### src/rtl/ifetch_pkg.sv
// Shared definitions for the instruction fetch unit: opcode constants,
// fetch FSM state encodings and the default BHT size.
package ifetch_pkg;

  localparam logic [6:0] CodeJalr = 7'b1100111;
  localparam logic [6:0] CodeBr   = 7'b1100011;
  localparam logic [6:0] CodeJal  = 7'b1101111;

  localparam logic [2:0] ST_IDLE      = 3'd0;
  localparam logic [2:0] ST_FETCH     = 3'd1;
  localparam logic [2:0] ST_HOLD      = 3'd2;
  localparam logic [2:0] ST_JALR_WAIT = 3'd3;
  localparam logic [2:0] ST_DRAIN     = 3'd4;

  localparam int unsigned BHT_INDEX_BIT_DEFAULT = 6;

  function automatic logic is_jalr(input logic [31:0] word);
    return word[6:0] == CodeJalr;
  endfunction

endpackage

### src/rtl/ifetch_bht.sv
// Branch history table: 2^INDEX_BIT two-bit saturating counters.
// Combinational read, synchronous update; a same-cycle read sees the old value.
module ifetch_bht
  import ifetch_pkg::*;
#(
  parameter int unsigned INDEX_BIT = BHT_INDEX_BIT_DEFAULT
) (
  input  logic                 clk_in,
  input  logic                 rst_in,
  input  logic                 rdy_in,
  input  logic [INDEX_BIT-1:0] rd_idx,
  output logic [1:0]           rd_ctr,
  input  logic                 br_valid,
  input  logic [INDEX_BIT-1:0] br_idx,
  input  logic                 br_taken
);

  localparam int unsigned ENTRIES = 1 << INDEX_BIT;

  logic [1:0] ctr_q [ENTRIES];

  assign rd_ctr = ctr_q[rd_idx];

  // Train the addressed counter toward the resolved outcome, saturating at 0/3
  always_ff @(posedge clk_in or negedge rst_in) begin
    if (!rst_in) begin
      ctr_q <= '{default: 2'b01};
    end else if (rdy_in && br_valid) begin
      if (br_taken) begin
        if (ctr_q[br_idx] != 2'b11) ctr_q[br_idx] <= ctr_q[br_idx] + 2'b01;
      end else begin
        if (ctr_q[br_idx] != 2'b00) ctr_q[br_idx] <= ctr_q[br_idx] - 2'b01;
      end
    end
  end

endmodule

### src/rtl/ifetch.sv
// Instruction fetch unit: owns the fetch PC, requests words from the icache,
// presents one instruction at a time to the decoder, stalls on JALR and
// redirects on ROB flush.
// Optional feature macro: BHT_PREDICT_EN (dynamic prediction from a BHT;
// without it predict is constant not-taken and br_* are ignored).
module ifetch
  import ifetch_pkg::*;
#(
  parameter logic [31:0] RESET_PC      = 32'h0,
  parameter int unsigned BHT_INDEX_BIT = BHT_INDEX_BIT_DEFAULT
) (
  input  logic        clk_in,
  input  logic        rst_in,
  input  logic        rdy_in,
  output logic        icache_req,
  output logic [31:0] icache_addr,
  input  logic        icache_valid,
  input  logic [31:0] icache_data,
  output logic        to_decoder,
  output logic [31:0] pc,
  output logic [31:0] inst,
  output logic        predict,
  input  logic [31:0] next_pc,
  input  logic        dec_issued,
  input  logic        jalr_done,
  input  logic [31:0] jalr_target,
  input  logic        flush,
  input  logic [31:0] flush_pc,
  input  logic        br_valid,
  input  logic [31:0] br_pc,
  input  logic        br_taken
);

  logic [2:0]  state_q, state_d;
  logic [31:0] pc_q, pc_d;
  logic [31:0] inst_q, inst_d;
  logic        pred_q, pred_d;
  logic        bht_msb;

`ifdef BHT_PREDICT_EN
  logic [1:0] bht_ctr;
  logic       unused_bht;

  ifetch_bht #(
    .INDEX_BIT (BHT_INDEX_BIT)
  ) u_bht (
    .clk_in   (clk_in),
    .rst_in   (rst_in),
    .rdy_in   (rdy_in),
    .rd_idx   (pc_q[BHT_INDEX_BIT+1:2]),
    .rd_ctr   (bht_ctr),
    .br_valid (br_valid),
    .br_idx   (br_pc[BHT_INDEX_BIT+1:2]),
    .br_taken (br_taken)
  );

  assign bht_msb    = bht_ctr[1];
  assign unused_bht = ^{br_pc[31:BHT_INDEX_BIT+2], br_pc[1:0], bht_ctr[0]};
`else
  logic unused_br;

  assign bht_msb   = 1'b0;
  assign unused_br = ^{br_valid, br_pc, br_taken};
`endif

  assign icache_req  = (state_q == ST_FETCH);
  assign icache_addr = pc_q;
  assign to_decoder  = (state_q == ST_HOLD);
  assign pc          = pc_q;
  assign inst        = inst_q;
  assign predict     = pred_q;

  // Next-state / next-PC selection; flush overrides every other event
  always_comb begin
    state_d = state_q;
    pc_d    = pc_q;
    inst_d  = inst_q;
    pred_d  = pred_q;
    if (flush) begin
      pc_d = flush_pc;
      // A request still outstanding (FETCH or DRAIN without a response this
      // cycle) must be drained so its data never lands on the new PC.
      if ((state_q == ST_FETCH || state_q == ST_DRAIN) && !icache_valid)
        state_d = ST_DRAIN;
      else
        state_d = ST_FETCH;
    end else begin
      case (state_q)
        ST_IDLE: state_d = ST_FETCH;
        ST_FETCH: begin
          if (icache_valid) begin
            inst_d  = icache_data;
            pred_d  = bht_msb;
            state_d = ST_HOLD;
          end
        end
        ST_HOLD: begin
          if (dec_issued) begin
            if (is_jalr(inst_q)) begin
              state_d = ST_JALR_WAIT;
            end else begin
              pc_d    = next_pc;
              state_d = ST_FETCH;
            end
          end
        end
        ST_JALR_WAIT: begin
          if (jalr_done) begin
            pc_d    = jalr_target;
            state_d = ST_FETCH;
          end
        end
        ST_DRAIN: begin
          if (icache_valid) state_d = ST_FETCH;
        end
        default: state_d = ST_IDLE;
      endcase
    end
  end

  // Architectural fetch state; everything holds while rdy_in is low
  always_ff @(posedge clk_in or negedge rst_in) begin
    if (!rst_in) begin
      state_q <= ST_IDLE;
      pc_q    <= RESET_PC;
      inst_q  <= '0;
      pred_q  <= 1'b0;
    end else if (rdy_in) begin
      state_q <= state_d;
      pc_q    <= pc_d;
      inst_q  <= inst_d;
      pred_q  <= pred_d;
    end
  end

endmodule

### config.mk
export PLATFORM = sky130hd
export DESIGN_NAME = ifetch
export DESIGN_NICKNAME = d
export VERILOG_FILES = /design/src/rtl/ifetch_pkg.sv /design/src/rtl/ifetch_bht.sv /design/src/rtl/ifetch.sv
export SDC_FILE = /design/constraint.sdc
export NUM_CORES = 1
export LEC_CHECK = 0
export BUFFER_PORTS_ARGS = -buffer_cell sky130_fd_sc_hd__buf_2
export CAP_MARGIN = 20
export CORE_AREA = 2 2 104 106
export DETAILED_ROUTE_END_ITERATION = 7
export DIE_AREA = 0 0 106 108
export PLACE_DENSITY = 0.83
export SLEW_MARGIN = 10
export SYNTH_ARGS = -nofsm -noshare
export SYNTH_HDL_FRONTEND = slang
export SYNTH_HIERARCHICAL = 1
export SYNTH_SLANG_ARGS = --single-unit
### constraint.sdc
create_clock -name clk_in -period 4.8 [get_ports clk_in]
set_input_delay 0.24 -clock clk_in [delete_from_list [all_inputs] [get_ports clk_in]]
set_output_delay 0.24 -clock clk_in [all_outputs]
set_load 0.005 [all_outputs]
==> metrics.md, run 1 <==
| Metric | Value |
|---|---|
| Cells after Synth | 314 |
| Maximum clock rate | roughly 0.42 GHz |
| Die W | approximately 110 microns |
| CTS HTree Levels | 3 |
| Setup Viol. Count Final | 0 |
| Adder-cell share of the synthesized area | 0 |
| DIE AREA | 11400 sq um |
| Post-Syn Area | roughly 3700 sq um |
| RSZ-0062 raised after global routing | false |
| Post-Syn Area per Cell | approximately 12 sq um |
| XOR/XNOR Fraction of Synth Area | 0.00236 |
| Syn. warnings | 6 |
| Peak supply drop | between 0.15 and 0.2 mV |
| Post-synth top area share | 0.451 |
| Crit-path max cell delay | slightly below 1 ns |
| Setup repair bufs after CTS | 0 |
| Yosys top cell by area | dfrtp_1 |
| I/O pin count | 268 |
| Crit-path max FO | 32 |
| Fin crit period | 2.39 ns |
| Routed len/inst | 14.8 microns |
| Cell variety after synth | 34 |
| DR vias/cell | about 4.8 |
| Clock transition at path regs | 0.08 ns |
| Post-Syn Nets | 483 |
| Status | complete, no violations |
| Antenna violations before repair | 0 |
| Clk_skew | 0.0104 ns |
| GPL Wtd Cong | 0.762 |
| Root Driver | clkbuf_8 |
| MaxCap Viol Count | 0 |
| Post-synthesis compound-gate area fraction | 0.0708 |
| Hpwl dp | between 7000 and 8000 microns |
| Core area | 10200 sq um |
| Total GRT Usage | 0.163 |
| N_diodes | 0 |
| Worst R2R Path Depth | 4 |
| Clock latency on the worst-skew pair | 0.33 ns |
| Synth top area cells | dfrtp_1 45%, mux2_4 12%, mux2_1 10% |
| CP startpoint kind | flip-flop |
| Slowest cell on crit path | and3b_2 |
| WL final | around 9600 microns |
| Clock Sinks | 67 |
| Drt pass-1 iters | 5 |
| IO buf count | about 230 |
| Nets | approximately 680 |
| Vias | 3079 |
| Placement row count | 37 |
| CTS Hold Bufs | 0 |
| Drc violations | 0 |
| WP data required | around 5.0 ns |
| Worst hold path class | in2async |
| Die H | 108 microns |
| Crit. End Element | flip-flop |
| Post-synthesis mux area share | 0.314 |
| Vias in the first global route | 3021 |
| 1st-iter DRT viols | 181 |
| Setup CP Type | reg2reg |
| Reg2Reg Setup Slack | 2.41 ns |
| Crit path from | state_q[0] |
| Static leakage | roughly 2.6 nW |
| CTS Buf Count | 9 |
| Hold Fails Final Rpt | 0 |
| Final Cycle Share | 0.498 |
| Most frequent cells in the layout | 232 x buf_2, 67 x dfrtp_1, 35 x nand2_1 |
| Critical path's top delay family | simple AND/OR/NAND/NOR gates |
| CTS tree | done |
| Worst path cell trace | and3b_2, mux2i_1, o21ai_1, mux2_1 |
| Largest net degree at the start of global routing | 68 |
| Largest family of logic cells by synthesized area | multiplexers |
| Simple-gate portion of the synthesized area | 0.0583 |
| Share of cells above drive strength 1 | 0.560 |
| Worst r2r src | state_q[0] |
| Global-route wire length before repair | approximately 15000 microns |
| Register area share after synthesis | 0.451 |
| Crit Reg-Reg Endpoint | icache_addr[0] |
| Worst Tran Pin Value | 1.08 ns |
| Post-synthesis register bit count | 67 |
| WHS | 0.0885 ns |
| Final Max Tran Viols | 0 |
| Starting Density | 0.363 |
| Power per cell area | 506 nW/um^2 |
| DP Worst Slack | 2.26 ns |
| Stages on the worst setup path | 4 |
| Setup TNS after final layout | 0 ns |
| Commonest non-fill, non-tap cell in the layout | buf_2 |
| Fill cell count | 957 |
| Resized Gates After CTS | 0 |
| Routed Antenna Nets | 0 |
| Final worst setup slack | around 2.4 ns |
| Slew HR | 0.277 |
| CP bufs+invs | 0 |
| Crit path DAT | about 2.6 ns |
| Tot Pwr | 2.49 mW |
| Layout Area Growth over Synthesis | 32.5% |
| CTS Buffer Depth | 2 |
| Worst setup endpoint | icache_addr[0] |
| Global route total overflow | 0 |
## worst min path at each step
stage | cells after the start | endpoint | from | slack (ns)
floorplan | 0 | icache_addr[0] | rst_in | -0.06
global placement | 2 | inst[6] | icache_data[6] | 0.46
detailed placement | 2 | inst[5] | icache_data[5] | 0.46
CTS | 2 | inst[5] | icache_data[5] | 0.09
global route | 2 | inst[13] | icache_data[13] | 0.1
finish | 2 | inst[8] | rst_in | 0.09
## synth_stat cells
cell type  instances
conb_1             1
nor2_1             2
a2111oi_0          1
a211o_1            1
o31ai_1            1
mux2i_1           32
clkbuf_1           7
mux2_1            34
dfrtp_1           67
buf_2              7
o31a_1             1
o21ai_0           10
nand2b_1           1
o221a_4            1
mux2_4            30
nand2_1           35
a21oi_1            4
o32a_1             1
buf_6              4
nand4b_1           1
and3b_1            1
xnor2_1            1
buf_4             34
o21ba_2            1
and3_1             1
nand2b_4           1
nor3b_1            2
buf_1              2
mux2_2             1
nor4_1             1
or3_1              2
o32ai_1            1
inv_1              3
o21ai_1           22
## sequential cells by signal, indices dropped and copies added, names as in the netlist
register / count
icache_addr: 32
inst: 32
state_q: 3
## metrics by stage
stage / instances / util / instance area [sq um]
2_1_floorplan: 314 / - / 3710
3_3_place_gp: 631 / 0.459 / 4700
3_5_place_dp: 631 / 0.459 / 4700
4_1_cts: 647 / 0.481 / 4920
5_1_grt: 647 / 0.481 / 4920
6_report: 647 / 0.481 / 4920
## layout make-up
class                   count  area, sq um  share of cell area
flip-flops and latches     67         1680               0.341
multi-input cells         190         1660               0.337
repair buffers            235         1180               0.240
well taps                 136          170              0.0346
clock buffers               9          124              0.0252
clock inverters             7         98.8              0.0201
inverters                   3         11.3             0.00229
## power breakdown
group / internal [mW] / switching [mW]
registers: 0.806 / 0.178
clock network: 0.296 / 0.235
logic: 0.573 / 0.403
total: 1.68 / 0.816
## kinds of logic after synthesis
group	Yosys count
mux	97
compound gates	44
flops	67
xor+xnor	1
simple gates	47
buf+inv	57
other cells	1
## worst register-to-register path: cells and delay by family, from the launching register on
kind,cells,cell delay (ns)
mux,2,0.65
flops,1,0.54
simple gates,1,0.98
compound gates,1,0.10
## metal layers
| metal | up-vias | share of wire | global-route usage |
|---|---|---|---|
| li1 | 1444 | - | - |
| met1 | 1480 | 0.40 | 0.190 |
| met2 | 140 | 0.53 | 0.298 |
| met3 | 15 | 0.058 | 0.0271 |
| met4 | 0 | 0.017 | 0.0630 |
| met5 | - | 0 | 0 |
No activity file was read; power rests on OpenSTA's default activity.
==> run 2: changes to the inputs <==
Settings changed: ABC_AREA from default to 1, CORE_AREA 2 2 104 106 to default, CORE_ASPECT_RATIO from default to 0.7, CORE_MARGIN from default to 2, CORE_UTILIZATION from default to 43, DIE_AREA 0 0 106 108 to default, PLACE_DENSITY 0.83 to 0.93.
Clock period 4.8 ns to 2.2 ns, I/O delays scaled along.
==> metrics.md, run 2 <==
| Metric | Value |
|---|---|
| Nets | between 900 and 1000 |
| Die H | 84.8 microns |
| Adder-cell share of the synthesized area | 0 |
| GPL Wtd Cong | about 0.8 |
| Sw Pwr | between 1.5 and 2 mW |
| Die W | between 100 and 150 microns |
| Synth top area cells | dfrtp_1 42%, nand2_1 23%, inv_1 9.5% |
| Post-synthesis mux area share | 0 |
| Setup repair bufs after CTS | 0 |
| Global-route wire length before repair | 17700 microns |
| Post-synth top flop | dfrtp_1 |
| Sequential Power Share | 0.373 |
| I/O pin count | 268 |
| Worst hold path class | in2reg |
| Internal power | approximately 3.6 mW |
| Post-Syn Nets | 763 |
| Status | complete, no violations |
| Root Driver | clkbuf_16 |
| CTS Buf Count | 9 |
| Post-synthesis compound-gate area fraction | 0.0424 |
| WL final | 11100 microns |
| WP data required | 2.40 ns |
| Cells after Synth | just under 600 |
| 1st-iter DRT viols | 182 |
| DR vias/cell | 4.49 |
| IO buf count | approximately 230 |
| Setup Viol. Count Final | 0 |
| Crit path DAT | 2.10 ns |
| Static leakage | between 3 and 4 nW |
| Routed len/inst | 12.2 microns |
| Post-synth top area share | 0.418 |
| Routed Antenna Nets | 0 |
| MaxCap Viol Count | 0 |
| CTS HTree Levels | 3 |
| Worst Tran Pin Value | 0.860 ns |
| Core area | just over 9000 sq um |
| Crit-path max cell delay | 0.43 ns |
| Clock power share | 0.307 |
| Most frequent cells in the layout | 243 x nand2_1, 231 x buf_2, 101 x inv_1 |
| Share of flip-flops with an asynchronous set or reset | 1.00 |
| Power per cell area | 1000 nW/um^2 |
| Vias | 4104 |
| Number of synthesized flops with an enable pin | 0 |
| Commonest non-fill, non-tap cell in the layout | nand2_1 |
| Post-Syn Area per Cell | ~6.8 sq um |
| Post-Syn Area | 4010 sq um |
| DP Worst Slack | 0.0634 ns |
| Vias in the first global route | between 3000 and 4000 |
| N_diodes | 0 |
| CTS Buffer Depth | 2 |
| CTS tree | done |
| Register area share after synthesis | 0.418 |
| Layout Area Growth over Synthesis | 34.2% |
| Crit-path max FO | 32 |
| Maximum clock rate | 0.527 GHz |
| Clk_skew | 0.00788 ns |
| Share of cells above drive strength 1 | 0.339 |
| Switching fraction of total power | 0.328 |
| Crit. End Element | flip-flop |
| Post-synthesis register bit count | 67 |
| Cell variety after synth | 20 |
| Total GRT Usage | 0.221 |
| Setup TNS after final layout | 0 ns |
| Critical path's top delay family | simple AND/OR/NAND/NOR gates |
| Peak supply drop | 0.629 mV |
| Hold Fails Final Rpt | 0 |
| Largest net degree at the start of global routing | between 60 and 70 |
| Yosys top cell by area | dfrtp_1 |
| Global route total overflow | 0 |
| Fin crit period | 1.90 ns |
| Slowest cell on crit path | dfrtp_1 |
| Worst path cell trace | inv_2, nor2_2, nand3_2, nor2_2, nor2_4, nand2_4, nand2_1, nand2_1 |
| Antenna violations before repair | 0 |
| CP bufs+invs | 1 |
| Fill cell count | 849 |
| XOR/XNOR Fraction of Synth Area | 0 |
| Starting Density | 0.442 |
| Top cells by count, synth | 243 x nand2_1, 101 x inv_1, 70 x nand3_1 |
| Clock Sinks | 67 |
| Slew HR | 0.427 |
| Drt pass-1 iters | 4 |
| Drc violations | 0 |
| Simple-gate portion of the synthesized area | 0.343 |
| Hpwl dp | 8220 microns |
| Most common cell in the synthesized netlist | nand2_1 |
| Final worst setup slack | 0.304 ns |
| Final Cycle Share | 0.862 |
| DIE AREA | between 10000 and 15000 sq um |
| RSZ-0062 raised after global routing | false |
| CP startpoint kind | flip-flop |
| Largest family of logic cells by synthesized area | simple AND/OR/NAND/NOR gates |
| Setup CP Type | reg2reg |
| Comb pwr share | 0.321 |
| Placement row count | 29 |
| Clock transition at path regs | 0.06 ns |
| Clock latency on the worst-skew pair | between 0.3 and 0.4 ns |
| Syn. warnings | 6 |
| Final Max Tran Viols | 0 |
==> run 2: changes by cell type after synthesis, sizes merged, moves of 9 or more <==
cell and change:
mux2 -65, nor2 +9, nand2 +209, inv +101, mux2i -32, nand3 +71
==> run 2: metal layers <==
layer  share of wire  GRT usage
met1            0.43      0.254
met2            0.50      0.411
met3           0.067     0.0550
met4          0.0086     0.0620
met5               0          0
==> run 2: logic make-up (layout without fill, tap and decap cells) <==
family / count (synthesis) / in the layout
other: 1 / 1
and+or+nand+nor: 327 / 328
buffers and inverters: 165 / 360
AOI/OAI and AO/OA: 34 / 34
DFF: 67 / 67
==> run 2: worst paths after layout <==
kind	start	end	slack [ns]	cells past startpoint
worst max-delay path	state_q[1]	icache_addr[14]	0.30	8
worst min-delay path	icache_data[7]	inst[7]	0.03	3
worst max register to register	state_q[1]	icache_addr[14]	0.30	8
worst min register to register	inst[25]	inst[25]	0.48	2
max in group asynchronous	rst_in	icache_addr[2]	1.17	2
min in group asynchronous	rst_in	icache_addr[19]	0.45	2
==> run 2: repair_timing <==
item,in CTS,in global routing
endpoints found under the setup margin,0,32
endpoints found under the hold margin,67,0
hold buffers,1,0
resized for setup,0,0
==> run 2: area by class of cell <==
class                   instances  area, sq um  share of cell area
flip-flops and latches         67         1680               0.312
multi-input cells             363         1560               0.289
repair buffers                240         1250               0.233
inverters                     104          390              0.0725
clock buffers                  10          239              0.0444
well taps                     124          155              0.0288
clock inverters                 6          113              0.0209
==> run 2: through the flow <==
stage	power, mW	hold WS (ns)	utilization	cells	instance area, sq um
floorplan	3.03	-0.186	-	594	4010
global placement	3.70	0.278	0.553	896	5010
detailed placement	3.77	0.270	0.553	896	5010
CTS	5.45	0.0166	0.593	913	5380
global route	5.79	0.0293	0.593	914	5380
finish	5.39	0.0290	0.593	914	5380
==> run 2: worst reg2reg max path: stages (launching register included) <==
cell,delay (ns)
dfrtp_1,0.43
inv_2,0.09
nor2_2,0.05
nand3_2,0.11
nor2_2,0.08
nor2_4,0.43
nand2_4,0.36
nand2_1,0.16
nand2_1,0.07
==> run 2: power groups by stage <==
stage / clock network, mW / logic (mW) / registers (mW)
global placement: 0 / 1.70 / 2.00
detailed placement: 0 / 1.75 / 2.02
finish: 1.65 / 1.73 / 2.01
global route: 1.76 / 1.97 / 2.07
CTS: 1.69 / 1.75 / 2.01
floorplan: 0 / 1.01 / 2.02
==> run 3: changes to the inputs <==
Settings changed: CELL_PAD_IN_SITES_DETAIL_PLACEMENT from default to 0, CELL_PAD_IN_SITES_GLOBAL_PLACEMENT from default to 1, CORE_UTILIZATION 43 to 27, PLACE_DENSITY 0.93 to 0.91.
==> metrics.md, run 3 (synthesis gave the netlist of run 2 again) <==
| Metric | Value |
|---|---|
| Static leakage | roughly 3.5 nW |
| Placement row count | 37 |
| DR vias/cell | ~4.1 |
| Tot Pwr | 5.25 mW |
| Largest net degree at the start of global routing | 68 |
| Worst Tran Pin Value | approximately 0.9 ns |
| Drc violations | 0 |
| Setup TNS after final layout | 0 ns |
| Antenna violations before repair | 0 |
| Most frequent cells in the layout | 243 x nand2_1, 231 x buf_2, 101 x inv_1 |
| Setup Viol. Count Final | 0 |
| Sw Pwr | 1.87 mW |
| WP data required | roughly 2.4 ns |
| Global-route wire length before repair | 19400 microns |
| Post-DP Area | 5100 sq um |
| Routed len/inst | 12.6 microns |
| Status | complete, no violations |
| Worst r2r src | state_q[1] |
| CTS HTree Levels | 3 |
| End-of-flow core utilization | 0.370 |
| MaxCap Viol Count | 0 |
| Global route total overflow | 0 |
| Hold Crit Depth | 3 |
| Post-route cell area | 5420 sq um |
| CTS Buffer Depth | 2 |
| CTS Buf Count | 9 |
| Crit Reg-Reg Endpoint | icache_addr[19] |
| Vias | 4073 |
| CTS tree | done |
| 1st-iter DRT viols | 181 |
| Reg2Reg Setup Slack | between 0.2 and 0.3 ns |
| Peak supply drop | 0.474 mV |
| WHS | about 0.015 ns |
| Slew HR | 0.403 |
| Worst R2R Path Depth | 7 |
| Non-filler cells, final | 986 |
| Core area | 14600 sq um |
| Switching fraction of total power | 0.357 |
| WL final | 12400 microns |
| Nets | approximately 960 |
| Highest Signal Layer | met4 |
| Clock Sinks | 67 |
| Placed cell count | 968 |
| Comb pwr share | 0.332 |
| Hold Crit Start | icache_data[23] |
| Starting Density | 0.274 |
| Hpwl dp | 8800 microns |
| Root Driver | clkbuf_16 |
| Die H | 106 microns |
| Fill cell count | approximately 1600 |
| Die W | about 150 microns |
| Crit. End Element | flip-flop |
| Worst Hold End | inst[23] |
| Internal power | 3.37 mW |
| Layout Area Growth over Synthesis | 35.1% |
| Final worst setup slack | 0.279 ns |
| Clock transition at path regs | 0.07 ns |
| Met3 wire length | 967 microns |
| Crit-path max FO | 32 |
| I/O pin count | 268 |
| Sequential Power Share | 0.382 |
| Clock latency on the worst-skew pair | ~0.33 ns |
| Vias in the first global route | 3889 |
| Commonest non-fill, non-tap cell in the layout | nand2_1 |
| RSZ-0062 raised after global routing | false |
| DP Worst Slack | -0.0745 ns |
| Clk_skew | 0.0117 ns |
| Clock power share | 0.285 |
| Routed Antenna Nets | 0 |
| Drt pass-1 iters | 4 |
| Share of cells above drive strength 1 | 0.340 |
| Final Max Tran Viols | 0 |
| CP startpoint kind | flip-flop |
| Met2 wire len | roughly 5600 microns |
| Hold Fails Final Rpt | 0 |
| Worst hold path class | in2reg |
| Crit path DAT | 2.13 ns |
| Setup CP Type | reg2reg |
| DIE AREA | around 16000 sq um |
| Routed length on met1 | 5660 microns |
| Maximum clock rate | 0.521 GHz |
| Power per cell area | slightly below 1000 nW/um^2 |
| Total GRT Usage | 0.158 |
| Resized Gates After CTS | 0 |
| IO buf count | 232 |
| N_diodes | 0 |
| GPL Wtd Cong | 0.741 |
| Fin crit period | between 1.5 and 2 ns |
| Final Cycle Share | 0.873 |
-- run 3: how the worst max path moves through the flow --
stage / from / to / slack [ns] / cells after the start
after global routing: state_q[1] / icache_addr[18] / 0.03 / 7
after floorplan: state_q[2] / inst[22] / 0.87 / 7
after global placement: state_q[1] / icache_addr[26] / -0.0005 / 7
after CTS: state_q[1] / icache_addr[0] / 0.19 / 7
final: state_q[1] / icache_addr[19] / 0.28 / 7
after detailed placement: state_q[1] / icache_addr[0] / -0.07 / 7
-- run 3: final cells by class --
type / count / area [sq um] / share of cell area
timing repair buffer: 241 / 1250 / 0.230
tap: 195 / 244 / 0.0450
sequential: 67 / 1680 / 0.309
inverter: 104 / 390 / 0.0720
clock buffer: 9 / 225 / 0.0416
clock inverter: 7 / 80.1 / 0.0148
multi-input combinational: 363 / 1560 / 0.287
-- run 3: critical path, stage by stage, from the launching register on --
cell and delay, ns:
dfrtp_1 0.43, inv_2 0.07, nor2_2 0.14, nor2_1 0.14, nor2_4 0.43, nand2_4 0.36, nand2_1 0.16, nand2_1 0.05
-- run 3: repair_timing --
item	4_1_cts	5_1_grt
endpoints found under the setup margin	32	0
setup buffers	0	0
hold buffers	1	0
hold endpoints to repair	67	0
-- run 3: power by group through the flow --
stage          Sequential [mW]  Combinational [mW]  Clock (mW)
2_1_floorplan             2.02                1.01           0
3_3_place_gp              2.01                1.75           0
3_5_place_dp              2.02                1.78           0
4_1_cts                   2.01                1.79        1.56
5_1_grt                   2.07                2.01        1.61
6_report                  2.01                1.74        1.50
-- run 3: layer usage --
metal,vias to the layer above,GRT usage
met2,175,0.272
met3,14,0.0433
li1,2120,-
met1,1764,0.195
met4,0,0.0431
met5,-,0
